File: src/rtl/led_mode_pkg.sv
// Shared constants for the LED mode player.
// Mode encodings, index width and PWM width.
package led_mode_pkg;

  localparam int IDX_W = 3;
  localparam int PWM_W = 8;

  localparam logic [IDX_W-1:0] MODE_OFF    = 3'd0;
  localparam logic [IDX_W-1:0] MODE_ON     = 3'd1;
  localparam logic [IDX_W-1:0] MODE_BLINK  = 3'd2;
  localparam logic [IDX_W-1:0] MODE_RUN_L  = 3'd3;
  localparam logic [IDX_W-1:0] MODE_RUN_R  = 3'd4;
  localparam logic [IDX_W-1:0] MODE_COUNT  = 3'd5;
  localparam logic [IDX_W-1:0] MODE_PINGPG = 3'd6;
  localparam logic [IDX_W-1:0] MODE_BREATH = 3'd7;

endpackage

File: src/rtl/led_tick_gen.sv
// Prescaler: counts 0..N-1 and flags tick on N-1.
// Ports: sys_clk, reset_n (async low), clr (restart at 0), tick.
module led_tick_gen #(
  parameter int N = 4
) (
  input  logic sys_clk,
  input  logic reset_n,
  input  logic clr,
  output logic tick
);

  localparam int W = (N > 1) ? $clog2(N) : 1;
  localparam logic [W-1:0] LAST = W'(N - 1);

  logic [W-1:0] cnt;

  always_ff @(posedge sys_clk or negedge reset_n) begin
    if (!reset_n) begin
      cnt <= '0;
    end else if (clr || cnt == LAST) begin
      cnt <= '0;
    end else begin
      cnt <= cnt + W'(1);
    end
  end

  // A restart in the same cycle swallows the tick.
  assign tick = (cnt == LAST) && !clr;

endmodule

File: src/rtl/led_mode_player.sv
// LED mode player: index picks one of 8 display patterns.
// Ports: sys_clk, reset_n, index[2:0] in; led[LED_W-1:0], mode_chg out.
module led_mode_player
  import led_mode_pkg::*;
#(
  parameter int LED_W      = 8,
  parameter int STEP_CNT   = 20_000_000,
  parameter int BREATH_CNT = 390_625
) (
  input  logic             sys_clk,
  input  logic             reset_n,
  input  logic [IDX_W-1:0] index,
  output logic [LED_W-1:0] led,
  output logic             mode_chg
);

  localparam logic [LED_W-1:0] ONES = '1;
  localparam logic [LED_W-1:0] ONE  = LED_W'(1);
  localparam logic [PWM_W-1:0] DMAX = '1;
  localparam logic [PWM_W-1:0] DTOP = DMAX - PWM_W'(1);
  localparam logic [PWM_W-1:0] DLOW = PWM_W'(1);

  logic [IDX_W-1:0] idx_q;
  logic             chg;
  logic             step_tick;
  logic             breath_tick;

  logic [LED_W-1:0] shift;
  logic             dir_left;
  logic [LED_W-1:0] cnt;
  logic             phase;
  logic [PWM_W-1:0] duty;
  logic             ramp_up;
  logic [PWM_W-1:0] pwm_cnt;
  logic [LED_W-1:0] led_nxt;

  assign chg = (index != idx_q);

  led_tick_gen #(
    .N(STEP_CNT)
  ) u_step (
    .sys_clk(sys_clk),
    .reset_n(reset_n),
    .clr    (chg),
    .tick   (step_tick)
  );

  led_tick_gen #(
    .N(BREATH_CNT)
  ) u_breath (
    .sys_clk(sys_clk),
    .reset_n(reset_n),
    .clr    (chg),
    .tick   (breath_tick)
  );

  // Only the active mode's state advances; everything
  // else sits at its reset value until selected.
  always_ff @(posedge sys_clk or negedge reset_n) begin
    if (!reset_n) begin
      idx_q    <= MODE_OFF;
      mode_chg <= 1'b0;
      shift    <= ONE;
      dir_left <= 1'b1;
      cnt      <= '0;
      phase    <= 1'b0;
      duty     <= '0;
      ramp_up  <= 1'b1;
      pwm_cnt  <= '0;
    end else begin
      mode_chg <= chg;
      if (chg) begin
        idx_q    <= index;
        shift    <= ONE;
        dir_left <= 1'b1;
        cnt      <= '0;
        phase    <= 1'b0;
        duty     <= '0;
        ramp_up  <= 1'b1;
        pwm_cnt  <= '0;
      end else begin
        unique case (idx_q)
          MODE_OFF,
          MODE_ON: ;
          MODE_BLINK: begin
            if (step_tick) phase <= ~phase;
          end
          MODE_RUN_L: begin
            if (step_tick)
              shift <= {shift[LED_W-2:0],
                        shift[LED_W-1]};
          end
          MODE_RUN_R: begin
            if (step_tick)
              shift <= {shift[0],
                        shift[LED_W-1:1]};
          end
          MODE_COUNT: begin
            if (step_tick) cnt <= cnt + ONE;
          end
          MODE_PINGPG: begin
            // Turn around when the lit bit is about
            // to land on an end position.
            if (step_tick) begin
              if (dir_left) begin
                shift <= shift << 1;
                if (shift[LED_W-2]) dir_left <= 1'b0;
              end else begin
                shift <= shift >> 1;
                if (shift[1]) dir_left <= 1'b1;
              end
            end
          end
          MODE_BREATH: begin
            pwm_cnt <= pwm_cnt + PWM_W'(1);
            if (breath_tick) begin
              if (ramp_up) begin
                duty <= duty + PWM_W'(1);
                if (duty == DTOP) ramp_up <= 1'b0;
              end else begin
                duty <= duty - PWM_W'(1);
                if (duty == DLOW) ramp_up <= 1'b1;
              end
            end
          end
          default: ;
        endcase
      end
    end
  end

  always_comb begin
    led_nxt = '0;
    unique case (idx_q)
      MODE_OFF:    led_nxt = '0;
      MODE_ON:     led_nxt = ONES;
      MODE_BLINK:  led_nxt = phase ? ONES : '0;
      MODE_RUN_L,
      MODE_RUN_R,
      MODE_PINGPG: led_nxt = shift;
      MODE_COUNT:  led_nxt = cnt;
      MODE_BREATH: led_nxt = (pwm_cnt < duty) ? ONES : '0;
      default:     led_nxt = '0;
    endcase
  end

  always_ff @(posedge sys_clk or negedge reset_n) begin
    if (!reset_n) begin
      led <= '0;
    end else begin
      led <= led_nxt;
    end
  end

endmodule

File: config.mk
export PLATFORM = sky130hd
export DESIGN_NAME = led_mode_player
export DESIGN_NICKNAME = d
export VERILOG_FILES = /design/src/rtl/led_mode_pkg.sv /design/src/rtl/led_tick_gen.sv /design/src/rtl/led_mode_player.sv
export SDC_FILE = /design/constraint.sdc
export NUM_CORES = 1
export LEC_CHECK = 0
export CAP_MARGIN = 20
export CORE_AREA = 5 5 108 110
export DETAILED_ROUTE_END_ITERATION = 12
export DIE_AREA = 0 0 113 115
export HOLD_SLACK_MARGIN = 0.1
export PLACE_DENSITY = 0.74
export SYNTH_ARGS = -nofsm -noshare
export SYNTH_HDL_FRONTEND = slang
export SYNTH_SLANG_ARGS = --single-unit
File: constraint.sdc
create_clock -name sys_clk -period 2.3 [get_ports sys_clk]
set_clock_uncertainty 0.05 [all_clocks]
set_input_delay 0.46 -clock sys_clk [delete_from_list [all_inputs] [get_ports sys_clk]]
set_output_delay 0.46 -clock sys_clk [all_outputs]
set_load 0.05 [all_outputs]
==> results.json, run 1 <==
{
  "status": "complete, no violations",
  "fin_crit_sh_pct": 92.7,
  "cts_buffers": 9,
  "synthFlopType": "dfrtp_1",
  "worstPathMaxFanout": 5,
  "grtUsageTotal_pct": 18.1,
  "final_common_cell": "dfrtp_1",
  "slew_headroom_pct": 58.1,
  "setup-violations-final": 0,
  "ys_warn_count": 0,
  "setup_ws_ns": 0.167,
  "netlist_instances": 538,
  "hold_path.class": "flip-flop to flip-flop",
  "r2r_slack_ns": 0.17,
  "io-pin-count": 14,
  "worst-endpoint-required_ns": 2.51,
  "power_density_nw_per_um2": 548,
  "clk_latency_ns": 0.37,
  "cp_slowest_cell": "dfrtp_1",
  "setup_tns_ns": 0,
  "final-hold-violation-count": 0,
  "endpoint_kind": "flip-flop",
  "drt_drc_violations_left": 0,
  "initial_core_util_pct": 48.2,
  "cp-start-kind": "flip-flop",
  "async_reset_ff_share_pct": 100,
  "clk_pin_slew_ns": 0.09,
  "rsz0062_at_grt": "no",
  "synth_edf_count": 0,
  "cpPeakStageDelay_ns": 0.43,
  "nets": 579,
  "synth_seq_cells": 91,
  "path_cells": "inv_1 -> ha_1 -> nor4bb_1 -> nand4_1 -> a2111oi_1 -> mux2_2",
  "gp_congestion": 0.864,
  "drive_gt1_share_pct": 9.95,
  "ant_nets": 0,
  "port_buffers": 13,
  "cap_viol_max_count": 0,
  "wl_mm": 11.1,
  "slew_viol_final": 0,
  "grt_max_degree": 37,
  "worst_pin_slew_ns": 0.629,
  "seqCellArea_um2": 2280,
  "p_leak_nw": 2.28,
  "avgSynthCellArea_um2": 9.50,
  "yosysSeqAreaShare_pct": 44.6,
  "die_area_um2": 13000,
  "grt_pass1_vias": 4026,
  "die_x_um": 113,
  "synth_cell_types": 58,
  "grt_pass1_wl_mm": 19.3,
  "synth_area_um2": 5110,
  "antenna_found_initial": 0,
  "rows": 38,
  "syn_to_final_growth_pct": 12.4,
  "path_class": "flip-flop to flip-flop",
  "vias": 4191,
  "wl_per_cell_um": 15.8,
  "irDropWorstVdd_mv": 0.353,
  "fillCellCount": 921,
  "layout_min_cycle_time_ns": 2.13,
  "cts_buffer_depth": 2,
  "cp.arrival_ns": 2.34,
  "max_freq_ghz": 0.469,
  "antenna_cells": 0,
  "multi_input_area_um2": 2600,
  "place_ws_ns": 0.149,
  "drt_first_pass_iters": 5,
  "grt_overflow_total": 0,
  "cts_tree": "yes",
  "drt_iter0_drc": 314,
  "die_h_um": 115,
  "clock-root-buffer": "clkbuf_8",
  "core_area_um2": 10600,
  "via_per_inst": 5.96,
  "final_cell_mix": "dfrtp_1, nor2_1, nand3_1",
  "hpwlAfterDp_mm": 7.75,
  "cts.sinks": 91,
  "synth_nets": 559,
  "htree_levels": 3
}
==> metrics by stage <==
step           instance area, um^2  hold WS, ns  utilization (%)  cells  power (mW)
2_1_floorplan                 5110        0.114                -    538        1.77
3_3_place_gp                  5490        0.402             51.8    686        1.87
3_5_place_dp                  5490        0.412             51.8    686        1.88
4_1_cts                       5740        0.448             54.2    703        3.18
5_1_grt                       5740        0.473             54.2    703        3.25
6_report                      5740        0.447             54.2    703        3.15
==> sequential cells by signal, indices dropped and copies added, names as in the netlist <==
signal        count
cnt               8
shift             8
mode_chg          1
led               8
u_breath.cnt     19
pwm_cnt           8
idx_q             3
duty              8
phase             1
dir_left          1
ramp_up           1
u_step.cnt       25
==> cell type report <==
cell class / instances / area share (%)
clock buffer: 9 / 2.16
clock inverter: 7 / 2.03
inverter: 23 / 1.50
multi-input combinational: 392 / 45.2
sequential: 91 / 39.7
tap: 140 / 3.05
timing repair buffer: 41 / 6.36
==> report_power, final <==
group	internal (mW)	total, mW	switching [mW]
clock	0.720	1.31	0.587
sequential	1.61	1.62	0.00888
combinational	0.0691	0.220	0.151
total	2.40	3.15	0.747
==> cells in the mapped netlist (14+ instances only) <==
cell type	count	area [um^2]
mux2i_1	16	160
dfrtp_1	88	2200
clkbuf_1	14	52.6
o31ai_1	15	113
a21oi_1	28	140
buf_2	14	70.1
o21ai_0	16	80.1
xnor2_1	18	158
ha_1	16	200
or3_1	15	93.8
nand4_1	27	169
xor2_1	16	140
nand2_1	30	113
nor2_1	43	161
nand3_1	34	170
inv_1	23	86.3
==> per-layer routing <==
layer	GRT usage [%]	vias to the layer above	share of wire (%)
met5	0	-	0
met4	7.85	0	2.1
met3	2.53	15	4.2
met2	29.7	98	48
met1	24.1	2062	45
li1	-	2016	-
==> path summary, 6_finish.rpt <==
| path | from | end | depth (start not counted) |
|---|---|---|---|
| min in group asynchronous | reset_n | duty[4] | 2 |
| max reg2reg | u_breath.cnt[0] | duty[6] | 6 |
| max | u_breath.cnt[0] | duty[6] | 6 |
| max in group asynchronous | reset_n | shift[0] | 3 |
| min reg2reg | u_step.cnt[0] | u_step.cnt[0] | 1 |
| min | u_step.cnt[0] | u_step.cnt[0] | 1 |
==> worst max-delay path: cells and delay by family (launching register included) <==
kind            cells  cell delay [ns]
fa+ha+maj           1             0.17
buf+inv             1             0.08
compound gates      1             0.33
flops               1             0.43
simple gates        2             0.59
mux                 1             0.37
==> cell families after synthesis <==
kind of cell	synth area share, %
and+or+nand+nor	24.8
AOI/OAI and AO/OA	12.9
DFF	44.6
buffers and inverters	4.63
xor gates and xnor gates	5.82
muxes	3.35
adders and majority gates	3.92
==> what timing repair did <==
| item | CTS | global route |
|---|---|---|
| hold buffers | 1 | 0 |
| buffers inserted | 0 | 0 |
| endpoints found under the hold margin | 34 | 0 |
| setup endpoints to repair | 0 | 1 |
| resized for setup | 0 | 1 |
(Power assumes the default switching activity.)
==> run 2, diff against run 1 <==
--- a/config.mk
+++ b/config.mk
@@ -5,10 +5,10 @@
 export SDC_FILE = /design/constraint.sdc
 export NUM_CORES = 1
 export LEC_CHECK = 0
-export CAP_MARGIN = 20
-export CORE_AREA = 5 5 108 110
+export CAP_MARGIN = 25
+export CORE_AREA = 2 2 105 107
 export DETAILED_ROUTE_END_ITERATION = 12
-export DIE_AREA = 0 0 113 115
+export DIE_AREA = 0 0 107 109
 export HOLD_SLACK_MARGIN = 0.1
 export PLACE_DENSITY = 0.74
 export SYNTH_ARGS = -nofsm -noshare
==> run 2 against run 1 <==
Compared with the run above: largest power group unchanged; routed wire length is 0.99% higher; utilization is 0.40 points lower; clock-buffer cell count rose by 2; fmax fell by 0.12%; global-route usage up 3.1 points; final cell count unchanged.
==> results.json, run 2 (same netlist as run 1, synthesis figures left out) <==
{
  "final-hold-violation-count": 0,
  "reg2reg_from": "duty[1]",
  "drt_first_pass_iters": 5,
  "drive_gt1_share_pct": 9.95,
  "critPathLaunch": "duty[1]",
  "slew_headroom_pct": 64.0,
  "whs_path_depth": 1,
  "cts_tree": "yes",
  "cp.arrival_ns": 2.36,
  "die_h_um": 109,
  "setup_tns_ns": 0,
  "grt_pass1_wl_mm": 19.6,
  "rsz0062_at_grt": "no",
  "cap_viol_max_count": 0,
  "reg2reg_to": "duty[6]",
  "htree_levels": 3,
  "min-delay-start": "u_step.cnt[0]",
  "clk_pin_slew_ns": 0.09,
  "antenna_found_initial": 0,
  "antenna_cells": 0,
  "largest_reg_flops": 25,
  "die_x_um": 107,
  "path_class": "flip-flop to flip-flop",
  "layout_min_cycle_time_ns": 2.14,
  "cts_buffer_depth": 2,
  "endpoint_kind": "flip-flop",
  "grt_max_degree": 39,
  "final_cell_mix": "dfrtp_1, nor2_1, nand3_1",
  "r2r_cells": 6,
  "fin_crit_sh_pct": 92.9,
  "cts.sinks": 91,
  "slew_viol_final": 0,
  "nets": 579,
  "rows": 38,
  "worst-endpoint-required_ns": 2.53,
  "hold_path.class": "flip-flop to flip-flop",
  "io-pin-count": 14,
  "hold_path_end": "u_step.cnt[0]",
  "p_leak_nw": 2.25,
  "final_util_pct": 53.8,
  "dp.cells": 685,
  "grtUsageTotal_pct": 21.2,
  "fillCellCount": 928,
  "initial_core_util_pct": 48.2,
  "ant_nets": 0,
  "top_regs": "u_step.cnt (25), u_breath.cnt (19)",
  "grt_pass1_vias": 4191,
  "grt_overflow_total": 0,
  "r2r_slack_ns": 0.16,
  "via_per_inst": 6.04,
  "drt_iter0_drc": 265,
  "wl_mm": 11.2,
  "worstPathMaxFanout": 6,
  "status": "complete, no violations",
  "wl_per_cell_um": 16.0,
  "largest-register": "u_step.cnt",
  "postPlaceCellArea_um2": 5500,
  "worst_pin_slew_ns": 0.526,
  "cp-start-kind": "flip-flop",
  "max_freq_ghz": 0.468,
  "die_area_um2": 11700,
  "power_mw": 2.88,
  "port_buffers": 13,
  "power_density_nw_per_um2": 505,
  "syn_to_final_growth_pct": 11.5,
  "setup-violations-final": 0,
  "stdcell_count": 703,
  "hpwlAfterDp_mm": 7.88,
  "final_common_cell": "dfrtp_1",
  "clock-root-buffer": "clkbuf_8",
  "cts_buffers": 9,
  "irDropWorstVdd_mv": 0.273,
  "drt_drc_violations_left": 0,
  "fin_area_um2": 5700,
  "vias": 4243,
  "core_area_um2": 10600,
  "clk_latency_ns": 0.39,
  "gp_congestion": 0.851
}
-- run 2: worst max path at each step --
| stage | endpoint | slack (ns) | cells past startpoint |
|---|---|---|---|
| 2_1_floorplan | u_breath.cnt[10] | 0.35 | 7 |
| 3_3_place_gp | dir_left | 0.06 | 7 |
| 4_1_cts | duty[2] | 0.09 | 6 |
| 5_1_grt | duty[6] | 0.05 | 6 |
| 6_report | duty[6] | 0.16 | 6 |
| 3_5_place_dp | dir_left | -0.005 | 7 |
-- run 2: stage by stage --
stage | hold WS, ns | setup WS, ns
2_1_floorplan | 0.114 | 0.346
3_3_place_gp | 0.414 | 0.0554
3_5_place_dp | 0.420 | -0.00499
4_1_cts | 0.442 | 0.0915
5_1_grt | 0.455 | 0.0534
6_report | 0.444 | 0.164
-- run 2: worst max-delay path, cell delays in order, from the launching register on --
cell and delay, ns:
dfrtp_1 0.45, inv_1 0.14, ha_1 0.18, nor4b_1 0.23
a41oi_1 0.11, a2111oi_1 0.49, mux2_2 0.39
-- run 2: area by class of cell --
cell class | instances | area, um^2 | area share (%)
well taps | 140 | 175 | 3.07
clock inverters | 5 | 37.5 | 0.658
repair buffers | 41 | 378 | 6.63
multi-input cells | 392 | 2600 | 45.6
clock buffers | 11 | 141 | 2.48
flip-flops and latches | 91 | 2280 | 40.0
inverters | 23 | 86.3 | 1.51
-- run 2: repair_timing --
item,in CTS,in global routing
endpoints found under the hold margin,35,0
setup buffers,0,1
endpoints found under the setup margin,0,10
gates resized for setup,0,2
hold buffers,1,0
-- run 2: routing by layer --
layer | vias up | routed length (um) | GRT usage (%)
li1 | 2022 | - | -
met1 | 2121 | 5190 | 27.3
met2 | 80 | 5380 | 34.3
met3 | 20 | 361 | 2.75
met4 | 0 | 286 | 12.3
met5 | - | 0 | 0
-- run 2: power breakdown --
part	leakage (nW)	internal, mW	total, mW	switching, mW
logic	0.924	0.0727	0.219	0.147
registers	1.24	1.61	1.63	0.0140
clock network	0.0859	0.426	1.03	0.607
total	2.25	2.11	2.88	0.767
